===== src/rtl/tri_arb_pkg.sv =====
`default_nettype none
// ============================================================================
//  Module      : tri_arb_pkg
//  Description : Shared state encodings and width helper for tri_pin_arbiter.
//  Revision    : 1.0  initial release
// ============================================================================
package tri_arb_pkg;

    localparam logic [1:0] c_st_idle = 2'd0;
    localparam logic [1:0] c_st_turn = 2'd1;
    localparam logic [1:0] c_st_own  = 2'd2;

    // Bits needed to hold values 0..n-1, never less than one bit.
    function automatic int cnt_width(input int n);
        return (n < 2) ? 1 : $clog2(n);
    endfunction

endpackage
`default_nettype wire


===== src/rtl/tri_pin_arbiter_rr_pick.sv =====
`default_nettype none
// ============================================================================
//  Module      : rr_pick
//  Description : Combinational round-robin priority encoder; lowest set request
//                at or above ptr wins, otherwise wraps to the lowest set request.
//  Revision    : 1.0  initial release
// ============================================================================
module rr_pick
    import tri_arb_pkg::*;
#(
    parameter int NREQ = 4,
    parameter int PW   = cnt_width(NREQ)
) (
    input  logic [NREQ-1:0] req,
    input  logic [PW-1:0]   ptr,
    output logic [NREQ-1:0] onehot,
    output logic [PW-1:0]   idx,
    output logic            any
);

    logic          w_any_hi;
    logic          w_any_all;
    logic [PW-1:0] w_idx_hi;
    logic [PW-1:0] w_idx_all;

    // Descending scan so the last hit written is the lowest index.
    always_comb begin
        w_any_hi  = 1'b0;
        w_any_all = 1'b0;
        w_idx_hi  = '0;
        w_idx_all = '0;
        for (int i = NREQ - 1; i >= 0; i--) begin
            if (req[i]) begin
                w_any_all = 1'b1;
                w_idx_all = PW'(i);
                if (PW'(i) >= ptr) begin
                    w_any_hi = 1'b1;
                    w_idx_hi = PW'(i);
                end
            end
        end
    end

    always_comb begin
        any    = w_any_all;
        idx    = w_any_hi ? w_idx_hi : w_idx_all;
        onehot = w_any_all ? (NREQ'(1) << idx) : '0;
    end

endmodule
`default_nettype wire


===== src/rtl/tri_pin_arbiter.sv =====
`default_nettype none
// ============================================================================
//  Module      : tri_pin_arbiter
//  Description : Round-robin owner selection for one shared tristate pin with
//                released-pin turnaround cycles before every new grant.
//  Revision    : 1.0  initial release
// ============================================================================
module tri_pin_arbiter
    import tri_arb_pkg::*;
#(
    parameter int NREQ        = 4,
    parameter int TURN_CYCLES = 1,
    parameter int MAX_HOLD    = 16
) (
    input  logic            clk,
    input  logic            rst,
    input  logic [NREQ-1:0] req,
    input  logic [NREQ-1:0] dout,
    output logic [NREQ-1:0] gnt,
    output logic            pin_out,
    output logic            pin_oe,
    input  logic            pin_in,
    output logic            din,
    output logic            busy
);

    localparam int c_pw = cnt_width(NREQ);
    localparam int c_tw = cnt_width(TURN_CYCLES);
    localparam int c_hw = cnt_width(MAX_HOLD);

    localparam logic [c_tw-1:0] c_turn_load = c_tw'(TURN_CYCLES - 1);
    localparam logic [c_hw-1:0] c_hold_max  = c_hw'(MAX_HOLD - 1);
    localparam logic [c_pw-1:0] c_last_req  = c_pw'(NREQ - 1);

    generate
        if (TURN_CYCLES < 1) begin : g_bad_turn
            $error("tri_pin_arbiter: TURN_CYCLES must be at least 1");
        end
        if (MAX_HOLD < 2) begin : g_bad_hold
            $error("tri_pin_arbiter: MAX_HOLD must be at least 2");
        end
        if ((NREQ < 2) || (NREQ > 8)) begin : g_bad_nreq
            $error("tri_pin_arbiter: NREQ must be in 2..8");
        end
    endgenerate

    logic [1:0]      r_state;
    logic [c_pw-1:0] r_rr_ptr;
    logic [c_pw-1:0] r_winner;
    logic [c_tw-1:0] r_turn_cnt;
    logic [c_hw-1:0] r_hold_cnt;
    logic [NREQ-1:0] r_gnt;
    logic            r_pin_out;
    logic            r_pin_oe;
    logic            r_din;

    logic [NREQ-1:0] w_pick_onehot;
    logic [c_pw-1:0] w_pick_idx;
    logic            w_pick_any;
    logic [NREQ-1:0] w_winner_onehot;
    logic [c_pw-1:0] w_next_ptr;
    logic            w_other_req;
    logic            w_release;

    rr_pick #(
        .NREQ (NREQ),
        .PW   (c_pw)
    ) u_rr_pick (
        .req    (req),
        .ptr    (r_rr_ptr),
        .onehot (w_pick_onehot),
        .idx    (w_pick_idx),
        .any    (w_pick_any)
    );

    assign w_winner_onehot = NREQ'(1) << r_winner;
    assign w_next_ptr      = (r_winner == c_last_req) ? '0 : r_winner + 1'b1;
    assign w_other_req     = |(req & ~w_winner_onehot & w_pick_onehot | req & ~w_winner_onehot);
    // Dropping the request and hitting the hold limit collapse into one release.
    assign w_release       = !req[r_winner] || ((r_hold_cnt == c_hold_max) && w_other_req);

    always_ff @(posedge clk or posedge rst) begin
        if (rst) begin
            r_state    <= c_st_idle;
            r_rr_ptr   <= '0;
            r_winner   <= '0;
            r_turn_cnt <= '0;
            r_hold_cnt <= '0;
            r_gnt      <= '0;
            r_pin_out  <= 1'b0;
            r_pin_oe   <= 1'b0;
            r_din      <= 1'b0;
        end else begin
            r_din <= pin_in;
            case (r_state)
                c_st_idle: begin
                    if (w_pick_any) begin
                        r_winner   <= w_pick_idx;
                        r_turn_cnt <= c_turn_load;
                        r_state    <= c_st_turn;
                    end
                end
                c_st_turn: begin
                    if (r_turn_cnt == '0) begin
                        if (req[r_winner]) begin
                            r_state    <= c_st_own;
                            r_gnt      <= w_winner_onehot;
                            r_pin_oe   <= 1'b1;
                            r_pin_out  <= dout[r_winner];
                            r_hold_cnt <= '0;
                        end else begin
                            r_state  <= c_st_idle;
                            r_rr_ptr <= w_next_ptr;
                        end
                    end else begin
                        r_turn_cnt <= r_turn_cnt - 1'b1;
                    end
                end
                c_st_own: begin
                    if (w_release) begin
                        r_state   <= c_st_idle;
                        r_gnt     <= '0;
                        r_pin_oe  <= 1'b0;
                        r_pin_out <= 1'b0;
                        r_rr_ptr  <= w_next_ptr;
                    end else begin
                        r_pin_out <= dout[r_winner];
                        if (r_hold_cnt != c_hold_max) begin
                            r_hold_cnt <= r_hold_cnt + 1'b1;
                        end
                    end
                end
                default: begin
                    r_state   <= c_st_idle;
                    r_gnt     <= '0;
                    r_pin_oe  <= 1'b0;
                    r_pin_out <= 1'b0;
                end
            endcase
        end
    end

    assign gnt     = r_gnt;
    assign pin_out = r_pin_out;
    assign pin_oe  = r_pin_oe;
    assign din     = r_din;
    assign busy    = (r_state != c_st_idle);

endmodule
`default_nettype wire


===== config.mk =====
export PLATFORM = sky130hd
export DESIGN_NAME = tri_pin_arbiter
export DESIGN_NICKNAME = d
export VERILOG_FILES = /design/src/rtl/tri_arb_pkg.sv /design/src/rtl/tri_pin_arbiter_rr_pick.sv /design/src/rtl/tri_pin_arbiter.sv
export SDC_FILE = /design/constraint.sdc
export NUM_CORES = 1
export LEC_CHECK = 0
export CORE_MARGIN = 1.5
export CORE_UTILIZATION = 45
export DETAILED_ROUTE_END_ITERATION = 10
export GPL_ROUTABILITY_DRIVEN = 1
export PLACE_DENSITY = 0.72
export SLEW_MARGIN = 20
export SYNTH_ARGS = -nofsm -noshare
export SYNTH_HDL_FRONTEND = slang
export SYNTH_SLANG_ARGS = --single-unit

===== constraint.sdc =====
create_clock -name clk -period 2.5 [get_ports clk]
set_input_delay 0.5 -clock clk [delete_from_list [all_inputs] [get_ports clk]]
set_output_delay 0.5 -clock clk [all_outputs]
set_load 0.01 [all_outputs]

==> results.yml, run 1 <==
outcome:
  status: "finished, final reports clean"
drt:
  wirelength_um: 2210
  drtIter0Drc: 24
  viasPerCell: 5.70
  antenna_left: 0
  num_vias: 895
  drc: 0
  wl_per_cell_um: 14.1
  first_pass_iters: 4
sta:
  setup_violations: 0
  min_period_ns: 2.24
  relSlewSlack_pct: 56.9
  fmax_mhz: 447
  hold_viol: 0
  maxSlewViolCount: 0
  fin_crit_sh_pct: 89.5
  fin_hold_ws_ns: 0.534
  rsz0062_at_grt: "false"
  worst_pin_slew_ns: 0.646
  finalSetupTns_ns: 0
  clock_skew_ns: 0.00148
pwr:
  p_clk_share_pct: 11.4
  p_switching_mw: 0.529
  cellLeakagePower_nw: 0.567
  switching_share_pct: 41.3
  irDropWorstVdd_mv: 0.596
  p_int_mw: 0.753
  power_density_nw_per_um2: 989
  share_comb_of_total_power_pct: 52.8
  power_frac_seq_pct: 35.8
critical_path:
  path_class: "register to primary output"
  rrSetupSlack_ns: 0.51
  slowest_stage: "clkdlybuf4s50_1"
  r2r_cells: 7
  worstPathArrival_ns: 1.74
  slowest_delay_ns: 0.55
  cp-startpoint: "r_state[0]"
  critPathMaxFanout: 7
  timing.rr.start: "r_winner[0]"
  cpLargestDelayFamily: "buffers and inverters"
  critical_path.endpoint_type: "primary output"
  cp.depth: 4
  crit_chain: "inv_1 > ha_1 > inv_1 > clkdlybuf4s50_1"
  critPathBufInv: 3
  critPathLaunchType: "register"
  crit_end: "busy"
  cpMostUsedCell: "inv_1"
  rr_endpoint: "gnt[3]"
  cp.required_ns: 2.00
clock_network:
  cts-root-buf: "clkbuf_4"
  ctsHoldBuffers: 0
  clockBufferDepth: 2
  path_clk_slew_ns: 0.10
  worstSkewPairLatency_ns: 0.29
  h-tree-depth: 1
  cts_sinks: 17
  cts_buffers: 3
  cts_resized: 0
  cts_tree: "done"
  cts_setup_buffers: 0
placed_design:
  placedCellCount: 153
  hpwlAfterDp_um: 1690
  gp_congestion: 0.749
  place_area_um2: 1270
  portBuffers: 18
logic_synthesis:
  synth.yosys.seq_area_share_pct: 40.1
  synthDistinctLibCells: 31
  syn_avg_cell_area_um2: 9.73
  synthArstFlopShare_pct: 100
  yosysWarnings: 0
  synth_edf_count: 0
  synth_flop_cell: "dfrtp_1"
  synth.cell_area_um2: 1060
  syn_nets: 128
  syn-instance-count: 109
  ys_ff_latch: 17
layout:
  area_delta_synth_final_pct: 22.2
  layout_commonest_cell: "clkdlybuf4s50_1"
  final_cell_mix: "clkdlybuf4s50_1 (18), dfrtp_1 (17), nand2_1 (11), a21oi_1 (9), ha_1 (8)"
  drive_gt1_share_pct: 6.98
  multiInputGateArea_um2: 596
  post_layout_nonfiller_instances: 157
  nFillCells: 184
  diodes: 0
  nets: 149
  final_area_um2: 1300
  ff_latch_area_um2: 425
die:
  fp.coreArea_um2: 2210
  die_w_um: 51.6
  die_height_um: 51.6
  die-area_um2: 2660
  rows: 17
  initial_core_util_pct: 48.0
  boundaryPins: 19
global_routing:
  grt_max_degree: 18
  antenna_found_initial: 0
  grt_use_total_pct: 20.5
  grt_pass1_wl_um: 4060
  overflow: 0
  grt_pass1_vias: 903
job:
  drv_cap: 0
worst_hold_path:
  min_path_type: "register to register"
worst reg2reg max path, delay by kind of cell, from the launching register on:
family	cells	cell delay, ns
AO/OA/AOI/OAI	2	0.62
adder cells (fa/ha/maj)	1	0.20
buffers and inverters	1	0.12
flip-flops	1	0.49
AND/OR/NAND/NOR	3	0.46
routing by layer:
metal | up-vias | GRT usage [%] | part of all wire (%)
met1 | 425 | 27.2 | 47
met4 | 0 | 7.46 | 1.2
met2 | 22 | 32.7 | 48
li1 | 444 | - | -
met3 | 4 | 4.89 | 3.4
met5 | - | 0 | 0
state kept, by name (all words and copies together) (netlist names):
name / count
din: 1
r_winner: 2
gnt: 4
pin_oe: 1
r_state: 2
pin_out: 1
r_rr_ptr: 2
r_hold_cnt: 4
stage by stage:
stage          total power [mW]  setup WS (ns)  util [%]
5_1_grt                    1.39          0.129      58.6
2_1_floorplan             0.909          0.728         -
6_report                   1.28          0.262      58.6
4_1_cts                    1.29          0.260      58.6
3_3_place_gp               1.12          0.179      57.4
3_5_place_dp               1.14          0.138      57.4
power by group through the flow:
stage,combinational (mW),clock [mW],sequential (mW)
finish,0.677,0.147,0.459
global route,0.757,0.162,0.475
CTS,0.680,0.155,0.459
detailed placement,0.674,0,0.465
global placement,0.661,0,0.460
floorplan,0.450,0,0.459
how the worst min path moves through the flow:
stage                     slack, ns      to    from  cells past startpoint
after floorplan                0.43     din     rst                      1
after global placement         0.51  gnt[1]  gnt[1]                      1
after detailed placement       0.51  gnt[2]  gnt[2]                      1
after CTS                      0.54  gnt[2]  gnt[2]                      1
after global routing           0.56  gnt[1]  gnt[1]                      1
final                          0.53  gnt[2]  gnt[2]                      1
final cells by class:
type,count,area share [%]
well taps,28,2.70
multi-input cells,82,45.9
repair buffers,19,14.5
clock buffers,4,2.03
flip-flops and latches,17,32.8
inverters,7,2.03
synth_stat cells (all sizes together) (3+ instances only):
cell | number | area [µm²]
nand3 | 5 | 25.0
nand4 | 3 | 18.8
nor2 | 7 | 26.3
dfrtp | 17 | 425
ha | 8 | 100
a21oi | 9 | 45.0
inv | 7 | 26.3
a32o | 4 | 40.0
nor2b | 5 | 31.3
nand2 | 11 | 41.3
o21ai | 7 | 35.0
cells by family after synthesis:
logic type	synth area share, %
buffers and inverters	3.77
adder cells (fa/ha/maj)	9.43
AO/OA/AOI/OAI	18.9
AND/OR/NAND/NOR	20.2
flip-flops	40.1
multiplexers	7.67
(Power assumes the default switching activity.)
==> run 2, diff against run 1 <==
--- a/config.mk
+++ b/config.mk
@@ -10,7 +10,6 @@
 export DETAILED_ROUTE_END_ITERATION = 10
 export GPL_ROUTABILITY_DRIVEN = 1
 export PLACE_DENSITY = 0.72
-export SLEW_MARGIN = 20
 export SYNTH_ARGS = -nofsm -noshare
 export SYNTH_HDL_FRONTEND = slang
 export SYNTH_SLANG_ARGS = --single-unit
==> constraint.sdc (replaced) <==
create_clock -name clk -period 2.3 [get_ports clk]
set_input_delay 0.46 -clock clk [delete_from_list [all_inputs] [get_ports clk]]
set_output_delay 0.46 -clock clk [all_outputs]
set_load 0.01 [all_outputs]
==> results.yml, run 2 (same netlist as run 1, synthesis figures left out) <==
outcome:
  status: "finished, final reports clean"
layout:
  layout_commonest_cell: "clkdlybuf4s50_1"
  final_area_um2: 1330
  drive_gt1_share_pct: 10.5
  final_cell_mix: "clkdlybuf4s50_1 (18), dfrtp_1 (17), nand2_1 (11), a21oi_1 (9), ha_1 (8)"
  nets: 153
  nFillCells: 207
  area_delta_synth_final_pct: 25.1
  diodes: 0
sta:
  rsz0062_at_grt: "false"
  relSlewSlack_pct: 57.3
  maxSlewViolCount: 0
  worst_pin_slew_ns: 0.640
  fin_crit_sh_pct: 95.7
  min_period_ns: 2.20
  finalSetupTns_ns: 0
  clock_skew_ns: 0.00405
  fmax_mhz: 454
  setup_violations: 0
  hold_viol: 0
die:
  initial_core_util_pct: 48.0
  die_w_um: 51.6
  die_height_um: 51.6
  boundaryPins: 19
  rows: 17
  die-area_um2: 2660
  fp.coreArea_um2: 2210
job:
  drv_cap: 0
placed_design:
  portBuffers: 18
  place_area_um2: 1300
  gp_congestion: 0.788
  hpwlAfterDp_um: 1740
pwr:
  irDropWorstVdd_mv: 0.583
  cellLeakagePower_nw: 0.589
  power_density_nw_per_um2: 1070
global_routing:
  grt_max_degree: 18
  antenna_found_initial: 0
  grt_pass1_vias: 875
  grt_pass1_wl_um: 3820
  overflow: 0
  grt_use_total_pct: 19.2
critical_path:
  worstPathArrival_ns: 1.74
  slowest_stage: "clkdlybuf4s50_1"
  slowest_delay_ns: 0.55
  critPathMaxFanout: 7
  critical_path.endpoint_type: "primary output"
  crit_chain: "inv_1 > ha_1 > inv_1 > clkdlybuf4s50_1"
  critPathLaunchType: "register"
  cp.required_ns: 1.84
  cpMostUsedCell: "inv_1"
  path_class: "register to primary output"
drt:
  wirelength_um: 2210
  first_pass_iters: 5
  num_vias: 918
  drc: 0
  antenna_left: 0
  wl_per_cell_um: 13.7
  drtIter0Drc: 17
  viasPerCell: 5.70
clock_network:
  worstSkewPairLatency_ns: 0.30
  cts_sinks: 17
  cts_resized: 0
  cts-root-buf: "clkbuf_4"
  cts_tree: "done"
  path_clk_slew_ns: 0.10
  cts_setup_buffers: 0
  cts_buffers: 3
  ctsHoldBuffers: 0
  clockBufferDepth: 2
  h-tree-depth: 1
worst_hold_path:
  min_path_type: "primary input to async pin"
==> run 2: final cells by class <==
type / instances / area (µm²) / share of cell area (%)
well taps: 28 / 35.0 / 2.64
inverters: 7 / 26.3 / 1.98
clock buffers: 3 / 22.5 / 1.70
multi-input cells: 82 / 596 / 44.9
repair buffers: 23 / 218 / 16.4
flip-flops and latches: 17 / 425 / 32.0
clock inverters: 1 / 5.00 / 0.377
==> run 2: worst paths after layout <==
| path | startpoint | endpoint | slack, ns | depth (start not counted) |
|---|---|---|---|---|
| worst min register to register | gnt[2] | gnt[2] | 0.54 | 1 |
| min in group clk | gnt[2] | gnt[2] | 0.54 | 1 |
| max in group asynchronous | rst | gnt[1] | 1.35 | 2 |
| worst max-delay path | r_state[0] | busy | 0.1 | 4 |
| worst min-delay path | rst | pin_oe | 0.54 | 2 |
| worst max register to register | r_winner[0] | r_rr_ptr[1] | 0.36 | 7 |
==> run 2: per-stage QoR <==
stage	worst slack, ns	total power [mW]	util (%)	hold slack, ns	std cells
CTS	0.0942	1.42	60.0	0.543	161
floorplan	0.528	0.989	-	0.386	109
global route	0.0157	1.53	60.0	0.562	161
detailed placement	-0.00610	1.26	58.8	0.517	157
global placement	0.0362	1.24	58.8	0.510	157
finish	0.0983	1.41	60.0	0.537	161
==> run 2: routing by layer <==
metal  vias to the layer above  share of wire [%]  GRT usage (%)
met4                         0                1.5           7.89
met5                         -                  0              0
li1                        456                  -              -
met1                       440                 48           26.1
met3                         4                2.9           2.59
met2                        18                 47           30.8
==> run 2: where the power goes <==
part / internal, mW / switching [mW] / total, mW / leakage [nW]
sequential: 0.399 / 0.0994 / 0.498 / 0.222
clock: 0.0648 / 0.0971 / 0.162 / 0.0177
combinational: 0.371 / 0.383 / 0.754 / 0.350
total: 0.835 / 0.579 / 1.41 / 0.589
==> run 2: worst max-delay path, delay by kind of cell, from the launching register on <==
| family | cells | cell delay (ns) |
|---|---|---|
| adders and majority gates | 1 | 0.28 |
| DFF | 1 | 0.38 |
| buffers and inverters | 3 | 0.78 |
==> run 3, diff against run 2 <==
--- a/config.mk
+++ b/config.mk
@@ -5,6 +5,7 @@
 export SDC_FILE = /design/constraint.sdc
 export NUM_CORES = 1
 export LEC_CHECK = 0
+export CAP_MARGIN = 30
 export CORE_MARGIN = 1.5
 export CORE_UTILIZATION = 45
 export DETAILED_ROUTE_END_ITERATION = 10
==> results of run 3 <==
Same layout as run 2: the final DEF is identical, and so are final timing and power.
